`src/rtl/log_pkg.sv`:
```
// Shared types and constants for the capture-session controller.
package log_pkg;

  typedef enum logic [1:0] {
    ST_IDLE,
    ST_SETTLE,
    ST_RUN,
    ST_DRAIN
  } state_e;

  localparam logic [4:0]  HDR_TAG = 5'b10100;
  localparam logic [15:0] PAD     = 16'h8000;

  function automatic logic [15:0] hdr_word(input logic [2:0] rate, input logic [7:0] seq);
    return {HDR_TAG, rate, seq};
  endfunction

endpackage

```
`src/rtl/sync_fifo.sv`:
```
// First-word-fall-through FIFO with registered storage; the head is visible the cycle after push.
// A push while full is accepted only when a pop happens in the same cycle.
module sync_fifo #(
  parameter int WIDTH = 16,
  parameter int DEPTH = 16
) (
  input  logic             clk,
  input  logic             reset,
  input  logic             push,
  input  logic [WIDTH-1:0] push_data,
  input  logic             pop,
  output logic [WIDTH-1:0] head,
  output logic             full,
  output logic             empty
);
  localparam int AW = $clog2(DEPTH);
  localparam int CW = AW + 1;

  logic [WIDTH-1:0] mem_q [DEPTH];
  logic [AW-1:0]    wr_ptr_q, rd_ptr_q;
  logic [CW-1:0]    cnt_q;
  logic             do_push, do_pop;

  assign empty   = (cnt_q == '0);
  assign full    = (cnt_q == CW'(DEPTH));
  assign do_pop  = pop && !empty;
  assign do_push = push && (!full || do_pop);
  assign head    = mem_q[rd_ptr_q];

  always_ff @(posedge clk) begin
    if (reset) begin
      wr_ptr_q <= '0;
      rd_ptr_q <= '0;
      cnt_q    <= '0;
    end else begin
      if (do_push) wr_ptr_q <= wr_ptr_q + 1'b1;
      if (do_pop)  rd_ptr_q <= rd_ptr_q + 1'b1;
      cnt_q <= cnt_q + {{AW{1'b0}}, do_push} - {{AW{1'b0}}, do_pop};
    end
  end

  always_ff @(posedge clk) begin
    if (do_push) mem_q[wr_ptr_q] <= push_data;
  end

endmodule

```
`src/rtl/log_sequencer.sv`:
```
// Capture-session controller: settles the decimator, then packs samples into header-led blocks.
// Stream output is combinational from state/FIFO head and holds until wr_ready; FIFO overflow is sticky in overrun.
module log_sequencer
  import log_pkg::*;
#(
  parameter int BLOCK_WORDS = 256,
  parameter int FIFO_DEPTH  = 16,
  parameter int SETTLE      = 4
) (
  input  logic        clk,
  input  logic        reset,
  input  logic        start,
  input  logic        stop,
  input  logic [2:0]  rate_cfg,
  input  logic [15:0] num_blocks,
  output logic [2:0]  rate,
  output logic        dec_reset,
  input  logic        drdy,
  input  logic [15:0] sample,
  output logic [15:0] wr_data,
  output logic        wr_valid,
  input  logic        wr_ready,
  output logic        wr_sof,
  output logic        wr_eof,
  output logic        busy,
  output logic        done,
  output logic        overrun
);
  localparam int WCW = $clog2(BLOCK_WORDS);
  localparam int SCW = $clog2(SETTLE + 1);

  state_e          state_q, state_d;
  logic [2:0]      rate_q, rate_d;
  logic [15:0]     nblk_q, nblk_d, blkcnt_q, blkcnt_d;
  logic [7:0]      seq_q, seq_d;
  logic [WCW-1:0]  wcnt_q, wcnt_d;
  logic [SCW-1:0]  scnt_q, scnt_d;
  logic            ovr_q, ovr_d, done_q;

  logic            fifo_rst, fifo_push, fifo_pop, fifo_full, fifo_empty;
  logic [15:0]     fifo_head;
  logic            from_fifo, last_word, fire;

  // The FIFO is held empty whenever the session is (or is about to be) idle.
  assign fifo_rst  = reset || (state_d == ST_IDLE);
  assign fifo_push = drdy && (state_q == ST_RUN);
  assign fifo_pop  = fire && from_fifo;

  sync_fifo #(.WIDTH(16), .DEPTH(FIFO_DEPTH)) u_fifo (
    .clk       (clk),
    .reset     (fifo_rst),
    .push      (fifo_push),
    .push_data (sample),
    .pop       (fifo_pop),
    .head      (fifo_head),
    .full      (fifo_full),
    .empty     (fifo_empty)
  );

  always_comb begin
    wr_valid  = 1'b0;
    wr_data   = '0;
    wr_sof    = 1'b0;
    wr_eof    = 1'b0;
    from_fifo = 1'b0;
    last_word = (wcnt_q == WCW'(BLOCK_WORDS - 1));
    if (state_q == ST_RUN || state_q == ST_DRAIN) begin
      if (wcnt_q == '0) begin
        if (state_q == ST_RUN) begin
          wr_valid = 1'b1;
          wr_sof   = 1'b1;
          wr_data  = hdr_word(rate_q, seq_q);
        end
      end else if (!fifo_empty) begin
        wr_valid  = 1'b1;
        from_fifo = 1'b1;
        wr_data   = fifo_head;
        wr_eof    = last_word;
      end else if (state_q == ST_DRAIN) begin
        wr_valid = 1'b1;
        wr_data  = PAD;
        wr_eof   = last_word;
      end
    end
  end

  assign fire = wr_valid && wr_ready;

  always_comb begin
    state_d  = state_q;
    rate_d   = rate_q;
    nblk_d   = nblk_q;
    blkcnt_d = blkcnt_q;
    seq_d    = seq_q;
    wcnt_d   = wcnt_q;
    scnt_d   = scnt_q;
    ovr_d    = ovr_q;
    if (fire) begin
      if (last_word) begin
        wcnt_d   = '0;
        seq_d    = seq_q + 8'd1;
        blkcnt_d = blkcnt_q + 16'd1;
      end else begin
        wcnt_d = wcnt_q + 1'b1;
      end
    end
    if (state_q == ST_RUN && drdy && fifo_full && !fifo_pop) ovr_d = 1'b1;
    case (state_q)
      ST_IDLE: begin
        if (start && !stop) begin
          state_d  = ST_SETTLE;
          rate_d   = rate_cfg;
          nblk_d   = num_blocks;
          blkcnt_d = '0;
          seq_d    = '0;
          wcnt_d   = '0;
          scnt_d   = '0;
          ovr_d    = 1'b0;
        end
      end
      ST_SETTLE: begin
        if (stop) begin
          state_d = ST_IDLE;
        end else if (drdy) begin
          if (scnt_q == SCW'(SETTLE - 1)) state_d = ST_RUN;
          else scnt_d = scnt_q + 1'b1;
        end
      end
      ST_RUN: begin
        // A block is in progress if any of its words has been (or is being) accepted.
        if (fire && last_word && nblk_q != '0 && blkcnt_d == nblk_q) state_d = ST_IDLE;
        else if (stop) state_d = (wcnt_d != '0) ? ST_DRAIN : ST_IDLE;
      end
      ST_DRAIN: begin
        if (fire && last_word) state_d = ST_IDLE;
      end
      default: state_d = ST_IDLE;
    endcase
  end

  always_ff @(posedge clk) begin
    if (reset) begin
      state_q  <= ST_IDLE;
      rate_q   <= '0;
      nblk_q   <= '0;
      blkcnt_q <= '0;
      seq_q    <= '0;
      wcnt_q   <= '0;
      scnt_q   <= '0;
      ovr_q    <= 1'b0;
      done_q   <= 1'b0;
    end else begin
      state_q  <= state_d;
      rate_q   <= rate_d;
      nblk_q   <= nblk_d;
      blkcnt_q <= blkcnt_d;
      seq_q    <= seq_d;
      wcnt_q   <= wcnt_d;
      scnt_q   <= scnt_d;
      ovr_q    <= ovr_d;
      done_q   <= (state_q != ST_IDLE) && (state_d == ST_IDLE);
    end
  end

  assign rate      = rate_q;
  assign dec_reset = (state_q == ST_IDLE);
  assign busy      = (state_q != ST_IDLE);
  assign done      = done_q;
  assign overrun   = ovr_q;

endmodule

```
`config.mk`:
```
export PLATFORM = sky130hd
export DESIGN_NAME = log_sequencer
export DESIGN_NICKNAME = d
export VERILOG_FILES = /design/src/rtl/log_pkg.sv /design/src/rtl/sync_fifo.sv /design/src/rtl/log_sequencer.sv
export SDC_FILE = /design/constraint.sdc
export NUM_CORES = 1
export LEC_CHECK = 0
export CORE_ASPECT_RATIO = 0.6
export CORE_UTILIZATION = 54
export CTS_BUF_LIST = sky130_fd_sc_hd__clkbuf_16
export DETAILED_ROUTE_END_ITERATION = 8
export PLACE_DENSITY = 0.75
export SYNTH_ARGS = -nofsm -noshare
export SYNTH_HDL_FRONTEND = slang
export SYNTH_SLANG_ARGS = --single-unit
export TNS_END_PERCENT = 100
```
`constraint.sdc`:
```
create_clock -name clk -period 3.9 [get_ports clk]
set_input_delay 0.585 -clock clk [delete_from_list [all_inputs] [get_ports clk]]
set_output_delay 0.585 -clock clk [all_outputs]
set_load 0.02 [all_outputs]
```
After elaboration in Yosys (flattened, before gate mapping)
Memories as Yosys holds them, arrays and structs flattened. A register that Yosys moved wholly into a read port is not among the register bits.
Index checks and enable logic that the tools add are counted.

word-level totals
  register bits = 71
  input bits = 41
  word-level logic and storage cells = 113
  output and inout bits = 26
  memories = 1
  RAM bits = 256

memory list
  name          depth  width  rd ports  clocked after Yosys merged registers in  write ports  RTL line         source
  u_fifo.mem_q  16     16     1         1                                        1            sync_fifo.sv:19  logic [WIDTH-1:0] mem_q [DEPTH];

cells by class
  multiplexer cells = 52
  equality and inequality tests = 11
  $add $sub $neg = 8
  reduce and logical (&&, ||, !) cells = 29

operators with widths
  cell                                            number
  2-to-1 mux 16 bit                               9
  2-to-1 mux 8 bit                                8
  2-to-1 mux 1 bit                                19
  adder 16 x 1 -> 16 bit (second input constant)  1
  adder 8 x 1 -> 8 bit (second input constant)    2
  == test 16 bit                                  1
  2-to-1 mux 2 bit                                8
  nonzero test 16 bit                             1
  logical AND 1 bit                               12
  2-to-1 mux 3 bit                                4
  adder 4 x 1 -> 4 bit (second input constant)    2
  == test 8 bit (second input constant)           1
  zero test 8 bit                                 1
  2-to-1 mux 4 bit                                2
  one-hot mux 2 bit (4 select lines)              1
  nonzero test 8 bit                              1
  inequality test 2 bit (second input constant)   3
  one-hot mux 3 bit (2 select lines)              1
  adder 5 x 1 -> 5 bit                            1
  == test 5 bit (second input constant)           1
  zero test 5 bit                                 1
  AND reduction 5 bit                             1
  subtractor 5 x 1 -> 5 bit                       1
  == test 2 bit (second input constant)           2
  9 further kinds                                 16

Longest topological paths before layout
  word-level depth = 15
  depth in mapped cells = 16
  mapped depth without buffers = 15

Modules after synthesis
A second synthesis with hierarchy kept.

second synthesis, totals
  cells, all modules = 948
  area, all modules = 14092.3 µm²

by module, submodules not included
  module         sequential area each (µm²)  cells an instance  area an instance (µm²)  instances
  sync_fifo      8027.7                      504                10551.4                 1
  log_sequencer  1161.1                      444                3540.9                  1

Worst setup path after synthesis
Ideal clock, no wire load.

  kind = register -> register
  from = register wcnt_q[0]
  to = memory u_fifo.mem_q[3][0] (enable)
  stages on the path, launching flop included = 9
  setup slack = 0.152 ns
  arrival = 3.339 ns
  path buffers = 0
  data required time = 3.491 ns
  setup time = 0.409 ns
  clock period less this slack = 3.748 ns
  path through = dfxtp_1 inv_1 ha_1 or3b_2 o211ai_1 nand4_1 a31oi_2 nand2_1 nor3_1

on the way
  cells in the longest elaborated chain, start to end = 10
  elaborated cells on any way between the ends = 12
  those cells by class = 6 x mux; 6 x reduce/logical

RTL lines
  element                                   RTL line              source
  start: declaration                        log_sequencer.sv:36   logic [WCW-1:0] wcnt_q, wcnt_d;
  start signal: assignment                  log_sequencer.sv:158  wcnt_q <= wcnt_d;
  zero test 8 bit *                         log_sequencer.sv:68   if (wcnt_q == '0) begin
  2-to-1 mux 1 bit                          log_sequencer.sv:68
  2-to-1 mux 1 bit                          log_sequencer.sv:67   if (state_q == ST_RUN || state_q == ST_DRAIN) begin
  logical AND 1 bit                         log_sequencer.sv:87   assign fire = wr_valid && wr_ready;
  logical AND 1 bit *                       log_sequencer.sv:47   assign fifo_pop = fire && from_fifo;
  logical AND 1 bit *                       sync_fifo.sv:26       assign do_pop = pop && !empty;
  logical OR 1 bit *                        sync_fifo.sv:27       assign do_push = push && (!full || do_pop);
  logical AND 1 bit *                       sync_fifo.sv:27
  2-to-1 mux 1 bit *                        sync_fifo.sv:43       if (do_push) mem_q[wr_ptr_q] <= push_data;
  2-to-1 mux 1 bit (not written as such) *  sync_fifo.sv:43
  end: declaration                          sync_fifo.sv:19

Every way passes the cells marked *; elsewhere a longest branch is shown, timed or not.

==> results by group <==
Yosys
  – Ys flop type: edfxtp_1
  – XOR/XNOR share of the synthesized area: 3.42%
  – Post-synth top area share: 55.0%
  – Largest area contributor in the netlist: edfxtp_1
  – Syn_area_per_cell: 14.8 µm²
  – Simple-gate share of the synthesized area: 9.93%
  – Main combinational cell family by area after synthesis: multiplexers
  – Post-Synthesis Cells: 943
  – Post-synth EDFFs: 256
  – Synth unique cells: 61
  – Compound-Gate Fraction of Synth Area: 5.44%
  – Synth top area cells: edfxtp_1 (55%), dfxtp_1 (11%), mux4_2 (10%)
  – Mux share of post-synthesis cell area: 11.8%
  – Post-synth ARST share: 0%
  – Seq/Total Area, Yosys: 65.8%
  – Post-Synth Adder-Cell Area: 1.67%
  – Post-Syn Area: 14000 µm²
  – Syn. warnings: 0
  – Synth Net Count: 1002
  – Synthesis-stage register bit count: 331

Floorplanning
  – Die H: 127 µm
  – Core ar.: 25300 µm²
  – Area of the die: 26500 µm²
  – DIE WIDTH: 210 µm
  – FP Rows: 45
  – Initial core utilization: 55.1%
  – Io pins: 67

Power
  – Pwr Total: 0.00679 W
  – Clock group share of total power: 41.4%
  – Net Sw Frac: 20.0%
  – Internal: 0.00543 W
  – Pleak: 5.21 nW
  – Sequential power share: 56.1%
  – Pwr/cell area: 415 nW/µm²
  – Net Sw Power: 0.00136 W
  – Worst vdd ir: 334 µV
  – Combinational power share: 2.4%

Global route
  – Vias in the first global route: 7959
  – Global-route wire length before repair: 49.9 mm
  – Antenna violations before repair: 2
  – Largest net degree at the start of global routing: 41
  – Global route overflow: 0
  – All-Layer GR Usage: 25.6%

Placement
  – Hpwl dp: 22.2 mm
  – GPL Wtd Cong: 0.979
  – Worst setup slack after placement: -0.0222 ns
  – IO buf count: 66

STA
  – Setup violations, final: 0
  – Max-slew violations: 0
  – Worst Skew: 0.0137 ns
  – Fin. Hold Viols: 0
  – Fin crit period: 3.82 ns
  – Final setup TNS: 0 ns
  – Worst Tran Pin Value: 1.08 ns
  – Slew margin rel.: 27.5%
  – Final WS setup: 0.0785 ns
  – FMAX: 0.262 GHz
  – Fin crit share: 98.0%

Worst setup path
  – CP Capture Type: primary output
  – CP Data Arrival Time: 3.24 ns
  – Required time worst endpoint: 3.31 ns
  – Crit Path Class: reg2out
  – Flop2flop setup slack: 0.18 ns
  – Element type at the critical path start: register
  – Critical path fanouts, max: 16

Drt
  – Vias: 8626
  – Vias per cell: 6.14
  – TritonRoute pass-1 iters: 6
  – Detailed-route DRC error count: 0
  – Routed WL per cell: 23.6 µm
  – Post-DRT Antenna Nets: 0
  – Initial DRC count: 1044
  – Routed wire length: 33.2 mm

Clock network
  – Hold-fix buffers at CTS: 0
  – Clock Tree Buf Depth: 3
  – CTS Sinks: 331
  – Num CTS Buffers: 30
  – TritonCTS clock tree: done
  – Clk Latency, worst-skew pair: 0.56 ns
  – Root Buffer: clkbuf_16
  – CTS clk-pin slew, worst paths: 0.06 ns
  – H-tree depth: 1

Finish
  – Nets: 1111
  – Most common cell after layout, fill and taps aside: edfxtp_1
  – Most frequent cells in the layout: edfxtp_1 (256), dfxtp_1 (72), nand2_1 (69)
  – Final core occ: 64.6%
  – Layout cells sized above 1: 19.4%
  – Area grow syn2layout: 17.1%

Run status
  – Run status: completed

Flow run
  – Max-cap violations: 0

Worst hold path
  – Worst hold path type: reg2reg
[worst paths after layout]
| path | startpoint | to | cells after the start |
|---|---|---|---|
| max | register | wr_data[13] | 6 |
| max reg2reg | wcnt_q[0]$_SDFF_PP0_ | u_fifo.cnt_q[4]$_SDFF_PP0_ | 15 |
| min | rate[1]$_SDFFE_PP0P_ | rate[1]$_SDFFE_PP0P_ | 2 |
| min reg2reg | rate[1]$_SDFFE_PP0P_ | rate[1]$_SDFFE_PP0P_ | 2 |
[cell families (layout without fill, tap and decap cells)]
family                   after synthesis  count (layout)
other                                  0               2
AO/OA/AOI/OAI                        114             114
XOR/XNOR                              53              53
buffers and inverters                 68             199
multiplexers                          84              84
adder cells (fa/ha/maj)               18              18
flip-flops                           331             331
AND/OR/NAND/NOR                      275             275
[flip-flops by register name (all words and copies together), names as in the netlist, 2 cells and up, named ones only]
register,count
u_fifo.rd_ptr_q,4
rate,3
nblk_q,16
state_q,2
u_fifo.cnt_q,5
u_fifo.wr_ptr_q,4
seq_q,8
scnt_q,3
wcnt_q,8
blkcnt_q,16
u_fifo.mem_q,256
[cell usage after synthesis, types with 6 or more instances]
cell type  count
a211oi_1      17
o21ai_0       14
a22o_1        11
clkbuf_1      34
nor3_1        29
mux4_2        65
and3_1         6
dfxtp_1       75
edfxtp_1     256
xnor2_1       36
xor2_1        16
nand4_1       17
ha_1          17
nor2_1        70
a21oi_1       49
mux2i_1       18
buf_1          9
nor2b_1       18
nand2_1       69
inv_1         18
nand3_1       20
nand2b_1       7
nor4_1         8
[power groups by stage]
stage / sequential, W / clock, W / combinational, W
floorplan: 0.00389 / 0 / 0.0000630
global placement: 0.00389 / 0 / 0.000161
detailed placement: 0.00389 / 0 / 0.000164
CTS: 0.00381 / 0.00287 / 0.000164
global route: 0.00381 / 0.00301 / 0.000180
finish: 0.00381 / 0.00281 / 0.000166
[layout make-up]
cell class	count	area (µm²)
diodes	2	5.00
clock buffers	31	776
clock inverters	23	159
fillers	1796	8970
inverters	18	67.6
multi-input cells	544	4600
flip-flops and latches	331	9200
well taps	329	412
repair buffers	127	1160
[stage by stage]
stage	instance area [µm²]	hold slack [ns]	cells
3_3_place_gp	15400	0.464	1344
5_1_grt	16400	0.500	1403
2_1_floorplan	14000	0.449	943
6_report	16400	0.476	1405
4_1_cts	16300	0.475	1401
3_5_place_dp	15400	0.466	1344
[critical path: stages (launching register included)]
cell	delay [ns]
dfxtp_2	0.69
buf_12	0.25
mux4_2	0.31
mux2_2	0.30
a21oi_1	0.37
o22ai_1	0.16
clkdlybuf4s50_1	0.57
[metal layers]
metal / vias to the layer above / GRT usage, % / share of wire, %
li1: 3844 / - / -
met1: 4337 / 42.9 / 48
met2: 407 / 32.6 / 40
met3: 38 / 6.73 / 10
met4: 0 / 5.50 / 2.0
met5: - / 0 / 0
[repair_timing]
item,in CTS,in global routing
resized for setup,2,4
setup buffers,3,2
pin swaps,0,1
endpoints found under the setup margin,14,12
(Power assumes the default switching activity.)
